`src/rtl/mc_control_unit_pkg.sv`:
```
// mc_control_unit_pkg: shared state, instruction-type, condition and mux encodings for the control unit
package mc_ctrl_pkg;
  typedef enum logic [3:0] {
    S_FETCH, S_DECODE, S_EXEC, S_MEM_ADDR, S_MEM_RD, S_MEM_WB, S_MEM_WR, S_BRANCH, S_HALT
  } state_t;
  typedef enum logic [3:0] {
    CC_EQ, CC_NE, CC_CS, CC_CC, CC_MI, CC_PL, CC_VS, CC_VC,
    CC_HI, CC_LS, CC_GE, CC_LT, CC_GT, CC_LE, CC_AL, CC_NV
  } cc_t;
  localparam logic [2:0] IT_DP_REG = 3'b000;
  localparam logic [2:0] IT_DP_IMM = 3'b001;
  localparam logic [2:0] IT_MEM    = 3'b010;
  localparam logic [2:0] IT_BR     = 3'b011;
  localparam logic [2:0] IT_BRL    = 3'b100;
  localparam logic [2:0] IT_HALT   = 3'b111;
  localparam logic [1:0] DREG_ALU  = 2'b00;
  localparam logic [1:0] DREG_MDR  = 2'b01;
  localparam logic [1:0] DREG_PC   = 2'b10;
  localparam logic [1:0] SRCB_REG  = 2'b00;
  localparam logic [1:0] SRCB_ONE  = 2'b01;
  localparam logic [1:0] SRCB_IMM  = 2'b10;
  localparam logic [2:0] ALU_ADD   = 3'b000;
endpackage

```
`src/rtl/mc_control_unit_if.sv`:
```
// mc_control_unit_if: IR/flag inputs and datapath control outputs of the multicycle control unit
interface mc_ctrl_if #(parameter int OPC_W = 3, parameter int ALUOP_W = 3);
  logic [2:0]         it;
  logic [OPC_W-1:0]   opc;
  logic [3:0]         cc;
  logic               z, n, c, v, ld, mem_ready;
  logic               cond;
  logic [ALUOP_W-1:0] aluoperation;
  logic               pcsrc, pcwrite, mems, memread, memwrite, loadir, reg2, wreg;
  logic [1:0]         dreg;
  logic               regwrite, srca;
  logic [1:0]         srcb;
  logic               loadf, halted;
  modport master (
    input  it, opc, cc, z, n, c, v, ld, mem_ready,
    output cond, aluoperation, pcsrc, pcwrite, mems, memread, memwrite, loadir,
           reg2, wreg, dreg, regwrite, srca, srcb, loadf, halted
  );
  modport slave (
    output it, opc, cc, z, n, c, v, ld, mem_ready,
    input  cond, aluoperation, pcsrc, pcwrite, mems, memread, memwrite, loadir,
           reg2, wreg, dreg, regwrite, srca, srcb, loadf, halted
  );
endinterface

```
`src/rtl/mc_control_unit_cond.sv`:
```
// mc_cond_eval: combinational 16-code condition check against z/n/c/v flags
module mc_cond_eval
  import mc_ctrl_pkg::*;
(
  input  logic [3:0] i_cc,
  input  logic       i_z, i_n, i_c, i_v,
  output logic       o_cond
);
  always_comb begin
    o_cond = 1'b0;
    case (cc_t'(i_cc))
      CC_EQ: o_cond = i_z;
      CC_NE: o_cond = !i_z;
      CC_CS: o_cond = i_c;
      CC_CC: o_cond = !i_c;
      CC_MI: o_cond = i_n;
      CC_PL: o_cond = !i_n;
      CC_VS: o_cond = i_v;
      CC_VC: o_cond = !i_v;
      CC_HI: o_cond = i_c && !i_z;
      CC_LS: o_cond = !i_c || i_z;
      CC_GE: o_cond = i_n == i_v;
      CC_LT: o_cond = i_n != i_v;
      CC_GT: o_cond = !i_z && (i_n == i_v);
      CC_LE: o_cond = i_z || (i_n != i_v);
      CC_AL: o_cond = 1'b1;
      CC_NV: o_cond = 1'b0;
      default: o_cond = 1'b0;
    endcase
  end
endmodule

```
`src/rtl/mc_control_unit.sv`:
```
// mc_control_unit: multicycle instruction-sequencing FSM with ALU-op decode and condition evaluation
module mc_control_unit
  import mc_ctrl_pkg::*;
#(
  parameter int                 OPC_W   = 3,
  parameter int                 ALUOP_W = 3,
  parameter logic [ALUOP_W-1:0] ALU_ADD = '0,
  parameter logic [OPC_W-1:0]   CMP_OPC = OPC_W'(3'b110),
  parameter bit                 WAIT_EN = 1'b1
) (
  input logic       clk,
  input logic       rst,
  mc_ctrl_if.master bus
);
  state_t r_state, w_next;
  logic   w_rdy, w_cond;
  assign w_rdy    = WAIT_EN ? bus.mem_ready : 1'b1;
  assign bus.cond = w_cond;
  mc_cond_eval u_cond (
    .i_cc(bus.cc), .i_z(bus.z), .i_n(bus.n), .i_c(bus.c), .i_v(bus.v), .o_cond(w_cond)
  );
  always_ff @(posedge clk or posedge rst)
    if (rst) r_state <= S_FETCH;
    else r_state <= w_next;
  always_comb begin
    w_next = r_state;
    case (r_state)
      S_FETCH:    w_next = w_rdy ? S_DECODE : S_FETCH;
      S_DECODE:   w_next = !w_cond ? S_FETCH :
                           (bus.it == IT_DP_REG || bus.it == IT_DP_IMM) ? S_EXEC :
                           bus.it == IT_MEM ? S_MEM_ADDR :
                           (bus.it == IT_BR || bus.it == IT_BRL) ? S_BRANCH :
                           bus.it == IT_HALT ? S_HALT : S_FETCH;
      S_EXEC:     w_next = S_FETCH;
      S_MEM_ADDR: w_next = bus.ld ? S_MEM_RD : S_MEM_WR;
      S_MEM_RD:   w_next = w_rdy ? S_MEM_WB : S_MEM_RD;
      S_MEM_WB:   w_next = S_FETCH;
      S_MEM_WR:   w_next = w_rdy ? S_FETCH : S_MEM_WR;
      S_BRANCH:   w_next = S_FETCH;
      S_HALT:     w_next = S_HALT;
      default:    w_next = S_FETCH;
    endcase
  end
  // rst gates every strobe so a pending access is dropped in the same cycle
  always_comb begin
    bus.aluoperation = '0;
    bus.pcsrc        = 1'b0;
    bus.pcwrite      = 1'b0;
    bus.mems         = 1'b0;
    bus.memread      = 1'b0;
    bus.memwrite     = 1'b0;
    bus.loadir       = 1'b0;
    bus.reg2         = 1'b0;
    bus.wreg         = 1'b0;
    bus.dreg         = DREG_ALU;
    bus.regwrite     = 1'b0;
    bus.srca         = 1'b0;
    bus.srcb         = SRCB_REG;
    bus.loadf        = 1'b0;
    bus.halted       = 1'b0;
    if (!rst)
      case (r_state)
        S_FETCH: begin
          bus.memread      = 1'b1;
          bus.srcb         = SRCB_ONE;
          bus.aluoperation = ALU_ADD;
          bus.loadir       = w_rdy;
          bus.pcwrite      = w_rdy;
        end
        S_DECODE: bus.reg2 = bus.it == IT_MEM && !bus.ld;
        S_EXEC: begin
          bus.srca         = 1'b1;
          bus.srcb         = bus.it == IT_DP_IMM ? SRCB_IMM : SRCB_REG;
          bus.aluoperation = ALUOP_W'(bus.opc);
          bus.loadf        = 1'b1;
          bus.regwrite     = bus.opc != CMP_OPC;
        end
        S_MEM_ADDR: begin
          bus.srca         = 1'b1;
          bus.srcb         = SRCB_IMM;
          bus.aluoperation = ALU_ADD;
          bus.reg2         = !bus.ld;
        end
        S_MEM_RD: begin
          bus.mems    = 1'b1;
          bus.memread = 1'b1;
        end
        S_MEM_WB: begin
          bus.regwrite = 1'b1;
          bus.dreg     = DREG_MDR;
        end
        S_MEM_WR: begin
          bus.mems     = 1'b1;
          bus.reg2     = 1'b1;
          bus.memwrite = 1'b1;
        end
        S_BRANCH: begin
          bus.pcsrc    = 1'b1;
          bus.pcwrite  = 1'b1;
          bus.regwrite = bus.it == IT_BRL;
          bus.wreg     = bus.it == IT_BRL;
          bus.dreg     = bus.it == IT_BRL ? DREG_PC : DREG_ALU;
        end
        S_HALT: bus.halted = 1'b1;
        default: bus.halted = 1'b0;
      endcase
  end
endmodule
```
`src/flat_wrapper.sv`:
```
// flat-port wrapper written by rule: the top's interface ports become plain ports
module mc_control_unit_flat import mc_ctrl_pkg::*;
#(
  parameter int                 OPC_W   = 3,
  parameter int                 ALUOP_W = 3,
  parameter logic [ALUOP_W-1:0] ALU_ADD = '0,
  parameter logic [OPC_W-1:0]   CMP_OPC = OPC_W'(3'b110),
  parameter bit                 WAIT_EN = 1'b1
)
  (clk, rst, bus_it, bus_opc, bus_cc, bus_z, bus_n, bus_c, bus_v, bus_ld, bus_mem_ready, bus_cond, bus_aluoperation, bus_pcsrc, bus_pcwrite, bus_mems, bus_memread, bus_memwrite, bus_loadir, bus_reg2, bus_wreg, bus_dreg, bus_regwrite, bus_srca, bus_srcb, bus_loadf, bus_halted);
  mc_ctrl_if #(.OPC_W(OPC_W), .ALUOP_W(ALUOP_W)) bus_i ();
  input logic clk;
  input logic rst;
  input wire logic [$bits(bus_i.it)-1:0] bus_it;
  input wire logic [$bits(bus_i.opc)-1:0] bus_opc;
  input wire logic [$bits(bus_i.cc)-1:0] bus_cc;
  input wire logic [$bits(bus_i.z)-1:0] bus_z;
  input wire logic [$bits(bus_i.n)-1:0] bus_n;
  input wire logic [$bits(bus_i.c)-1:0] bus_c;
  input wire logic [$bits(bus_i.v)-1:0] bus_v;
  input wire logic [$bits(bus_i.ld)-1:0] bus_ld;
  input wire logic [$bits(bus_i.mem_ready)-1:0] bus_mem_ready;
  output wire logic [$bits(bus_i.cond)-1:0] bus_cond;
  output wire logic [$bits(bus_i.aluoperation)-1:0] bus_aluoperation;
  output wire logic [$bits(bus_i.pcsrc)-1:0] bus_pcsrc;
  output wire logic [$bits(bus_i.pcwrite)-1:0] bus_pcwrite;
  output wire logic [$bits(bus_i.mems)-1:0] bus_mems;
  output wire logic [$bits(bus_i.memread)-1:0] bus_memread;
  output wire logic [$bits(bus_i.memwrite)-1:0] bus_memwrite;
  output wire logic [$bits(bus_i.loadir)-1:0] bus_loadir;
  output wire logic [$bits(bus_i.reg2)-1:0] bus_reg2;
  output wire logic [$bits(bus_i.wreg)-1:0] bus_wreg;
  output wire logic [$bits(bus_i.dreg)-1:0] bus_dreg;
  output wire logic [$bits(bus_i.regwrite)-1:0] bus_regwrite;
  output wire logic [$bits(bus_i.srca)-1:0] bus_srca;
  output wire logic [$bits(bus_i.srcb)-1:0] bus_srcb;
  output wire logic [$bits(bus_i.loadf)-1:0] bus_loadf;
  output wire logic [$bits(bus_i.halted)-1:0] bus_halted;
  assign bus_i.it = bus_it;
  assign bus_i.opc = bus_opc;
  assign bus_i.cc = bus_cc;
  assign bus_i.z = bus_z;
  assign bus_i.n = bus_n;
  assign bus_i.c = bus_c;
  assign bus_i.v = bus_v;
  assign bus_i.ld = bus_ld;
  assign bus_i.mem_ready = bus_mem_ready;
  assign bus_cond = bus_i.cond;
  assign bus_aluoperation = bus_i.aluoperation;
  assign bus_pcsrc = bus_i.pcsrc;
  assign bus_pcwrite = bus_i.pcwrite;
  assign bus_mems = bus_i.mems;
  assign bus_memread = bus_i.memread;
  assign bus_memwrite = bus_i.memwrite;
  assign bus_loadir = bus_i.loadir;
  assign bus_reg2 = bus_i.reg2;
  assign bus_wreg = bus_i.wreg;
  assign bus_dreg = bus_i.dreg;
  assign bus_regwrite = bus_i.regwrite;
  assign bus_srca = bus_i.srca;
  assign bus_srcb = bus_i.srcb;
  assign bus_loadf = bus_i.loadf;
  assign bus_halted = bus_i.halted;
  mc_control_unit #(.OPC_W(OPC_W), .ALUOP_W(ALUOP_W), .ALU_ADD(ALU_ADD), .CMP_OPC(CMP_OPC), .WAIT_EN(WAIT_EN)) u_core (.clk(clk), .rst(rst), .bus(bus_i));
endmodule
```
`config.mk`:
```
export PLATFORM = sky130hd
export DESIGN_NAME = mc_control_unit_flat
export DESIGN_NICKNAME = d
export VERILOG_FILES = /design/src/rtl/mc_control_unit_pkg.sv /design/src/rtl/mc_control_unit_if.sv /design/src/rtl/mc_control_unit_cond.sv /design/src/rtl/mc_control_unit.sv /design/src/flat_wrapper.sv
export SDC_FILE = /design/constraint.sdc
export NUM_CORES = 1
export LEC_CHECK = 0
export ABC_CLOCK_PERIOD_IN_PS = 2200
export CORE_ASPECT_RATIO = 0.9
export CORE_MARGIN = 1
export CORE_UTILIZATION = 33
export CTS_CLUSTER_DIAMETER = 150
export DETAILED_ROUTE_END_ITERATION = 10
export PLACE_DENSITY = 0.78
export SYNTH_ARGS = -nofsm -noshare
export SYNTH_HDL_FRONTEND = slang
export SYNTH_SLANG_ARGS = --single-unit
```
`constraint.sdc`:
```
create_clock -name clk -period 2.2 [get_ports clk]
set_clock_uncertainty 0.15 [all_clocks]
set_input_delay 0.44 -clock clk [delete_from_list [all_inputs] [get_ports clk]]
set_output_delay 0.44 -clock clk [all_outputs]
set_load 0.03 [all_outputs]
```
==> results_dict.tcl, run 1 <==
set metrics [dict create \
    regMostFlops "u_core.r_state" \
    cts_buffer_depth 2 \
    intPower_uw 335 \
    worst_hold_slack_ps 238 \
    slew_violations 0 \
    grt_pass1_wl_um 2590 \
    wl_per_cell_um 11.6 \
    final_cell_mix "buf_4 (36), nand2_1 (9), nor2_1 (9), clkdlybuf4s50_1 (9)" \
    synthToLayoutAreaGrowth_pct 100 \
    p_leak_nw 0.513 \
    syn_avg_cell_area_um2 7.08 \
    yosys_register_bits 4 \
    vias 717 \
    drt-initial-drc-count 21 \
    cp_slowest_cell "mux4_2" \
    hp-class "input pin to asynchronous set/reset pin" \
    cts_inserted_buffers 3 \
    slowest_delay_ps 470 \
    path_max_fanout 2 \
    synth_top_area_share_pct 19.4 \
    seqPwrFrac_pct 24.4 \
    path_buf_inv 3 \
    place_inst 137 \
    routabilityCongestion 0.773 \
    grtUsageMet1_pct 24.0 \
    p_switching_uw 292 \
    initial_utilization_pct 35.7 \
    drtAntennaViolNets 0 \
    min_period_over_period_pct 103 \
    clock_sinks 4 \
    gr-usage-met2_pct 37.3 \
    ys.flop_type "dfrtp_1" \
    busiest_layer "met2" \
    grt_util_all_layers_pct 20.8 \
    maxCapViolCount 0 \
    dp_slack_ps -536 \
    finalWorstSetupSlack_ps -72.2 \
    synth_area_leaders "dfrtp_1 (19%), nand2_1 (7.3%), nor2_1 (7.3%)" \
    antenna_found_initial 0 \
    rows 13 \
    fin_cells 142 \
    synthArstFlopShare_pct 100 \
    synth_compound_area_share_pct 20.3 \
    synth_xor_area_share_pct 6.54 \
    die_area_mm2 0.00173 \
    top_regs "u_core.r_state: 4 flops" \
    final_common_cell "buf_4" \
    finalSetupTns_ps -72.2 \
    fillers 141 \
    worst_pin_slew_ps 561 \
    ctsHoldBuffers 0 \
    drive_above_1_share_pct 46.5 \
    yosys_warnings 0 \
    finalPower_uw 627 \
    crit_chain "buf_8, mux4_2, nor2b_4, a31oi_4, xor2_2, inv_1, buf_6" \
    dp_hpwl_um 1290 \
    start_kind "input pin" \
    crit_family "multiplexers" \
    cts-root-buf "clkbuf_4" \
    die_h_um 39.5 \
    syn_area_um2 517 \
    final_area_mm2 0.00104 \
    synth_cells 73 \
    fin_crit_ps 2270 \
    nets 147 \
    synth.distinct_cells 28 \
    clock_latency_ps 240 \
    drt-pass1-iter-count 7 \
    clk_pin_slew_ps 40 \
    drc_errors 3 \
    p_per_area_mw_per_mm2 605 \
    fmax_ghz 0.440 \
    numPortBuffers 37 \
    p_comb_share_pct 61.1 \
    outcome "finished with violations" \
    hold_violations 0 \
    viasPerCell 5.05 \
    die_w_um 43.7 \
    yosysSeqAreaShare_pct 19.4 \
    grt_util_met3_pct 3.23 \
    largest_reg_flops 4 \
    yosysTopAreaCell "dfrtp_1" \
    synthAdderAreaFrac_pct 0 \
    synth_top_family_by_area "simple AND/OR/NAND/NOR gates" \
    utilization_pct 71.6 \
    cts_tree "yes" \
    ir_drop_mv 0.347 \
    dpl-instance-area_um2 971 \
    worstPathArrival_ps 1680 \
    synth-simple-area-share_pct 44.1 \
    violations "DRC, setup timing" \
    switching_share_pct 46.6 \
    ios 38 \
    setup_viol 1 \
    synthesis.nets 91 \
    grt_max_degree 12 \
    cts-htree-levels 1 \
    path_class "input pin to primary output" \
    end_kind "primary output" \
    slew_headroom_pct 62.1 \
    rsz0062_at_grt "true" \
    synth_mux_area_share_pct 4.36 \
    overflow 0 \
    diodes 0 \
    cp.required_ps 1610 \
    grt_pass1_vias 642 \
    clockPowerShare_pct 14.5 \
    core-area_mm2 0.00145 \
    synth_edf_count 0 \
    wl_um 1640 \
]
==> timing repair <==
item / 4_1_cts / 5_1_grt
buffers inserted: 2 / 0
pin swaps: 4 / 4
resized for setup: 27 / 7
endpoints found under the setup margin: 13 / 9
gates cloned: 0 / 0
==> worst reg2reg max path, stage by stage (launching register included) <==
cell,delay (ps)
dfrtp_1,550
nor4b_1,520
nand4_1,170
o21ai_1,140
==> layer usage <==
| layer | up-vias | wire (um) |
|---|---|---|
| met3 | 2 | 94 |
| met1 | 317 | 663 |
| met5 | - | 0 |
| met2 | 32 | 877 |
| met4 | 0 | 8 |
| li1 | 366 | - |
==> kinds of logic after synthesis <==
group	Yosys count
simple gates	43
flops	4
xor+xnor	3
compound gates	15
mux	1
buf+inv	7
==> worst paths after layout <==
path / from / endpoint / slack [ps] / cells past startpoint
worst max-delay path: bus_cc[1] / bus_cond / -70 / 7
worst min-delay path: rst / u_core.r_state[0] / 240 / 3
worst max register to register: u_core.r_state[0] / u_core.r_state[3] / 590 / 3
worst min register to register: u_core.r_state[3] / u_core.r_state[2] / 480 / 1
max in group asynchronous: rst / u_core.r_state[1] / 1500 / 3
min in group clk: u_core.r_state[3] / u_core.r_state[2] / 480 / 1
==> power groups by stage <==
stage	Combinational [mW]	Clock (mW)	Sequential, mW
2_1_floorplan	0.261	0	0.102
3_3_place_gp	0.364	0	0.143
3_5_place_dp	0.366	0	0.144
4_1_cts	0.374	0.0913	0.149
5_1_grt	0.412	0.0951	0.160
6_report	0.383	0.0911	0.153
==> cell type report <==
| class | count | area [um^2] | share of cell area (%) |
|---|---|---|---|
| Multi-Input combinational cell | 62 | 433 | 41.8 |
| Timing Repair Buffer | 54 | 445 | 43.0 |
| Clock buffer | 3 | 22.5 | 2.17 |
| Sequential cell | 4 | 101 | 9.78 |
| Inverter | 4 | 15.0 | 1.45 |
| Tap cell | 15 | 18.8 | 1.81 |
==> cell usage after synthesis, types with 2 or more instances <==
cell and number:
o21ai_1 3, nand2_1 10, nand3b_1 3, a21oi_1 2, dfrtp_1 4, nand2b_1 2, xor2_1 2, inv_1 4
nor3_1 7, clkbuf_1 2, o21ai_0 3, nor2_1 10, or2_1 2, and2_1 4, o21bai_1 2
(Power assumes the default switching activity.)
==> inputs of run 2 (changes only) <==
- ABC_CLOCK_PERIOD_IN_PS: 2200 -> unset
- CAP_MARGIN: unset -> 5
==> results of run 2 <==
Final layout, timing and power as in run 1 (identical DEF).
==> inputs of run 3 (changes only) <==
- SLEW_MARGIN: unset -> 40
==> results of run 3 <==
Final layout, timing and power as in run 1 (identical DEF).
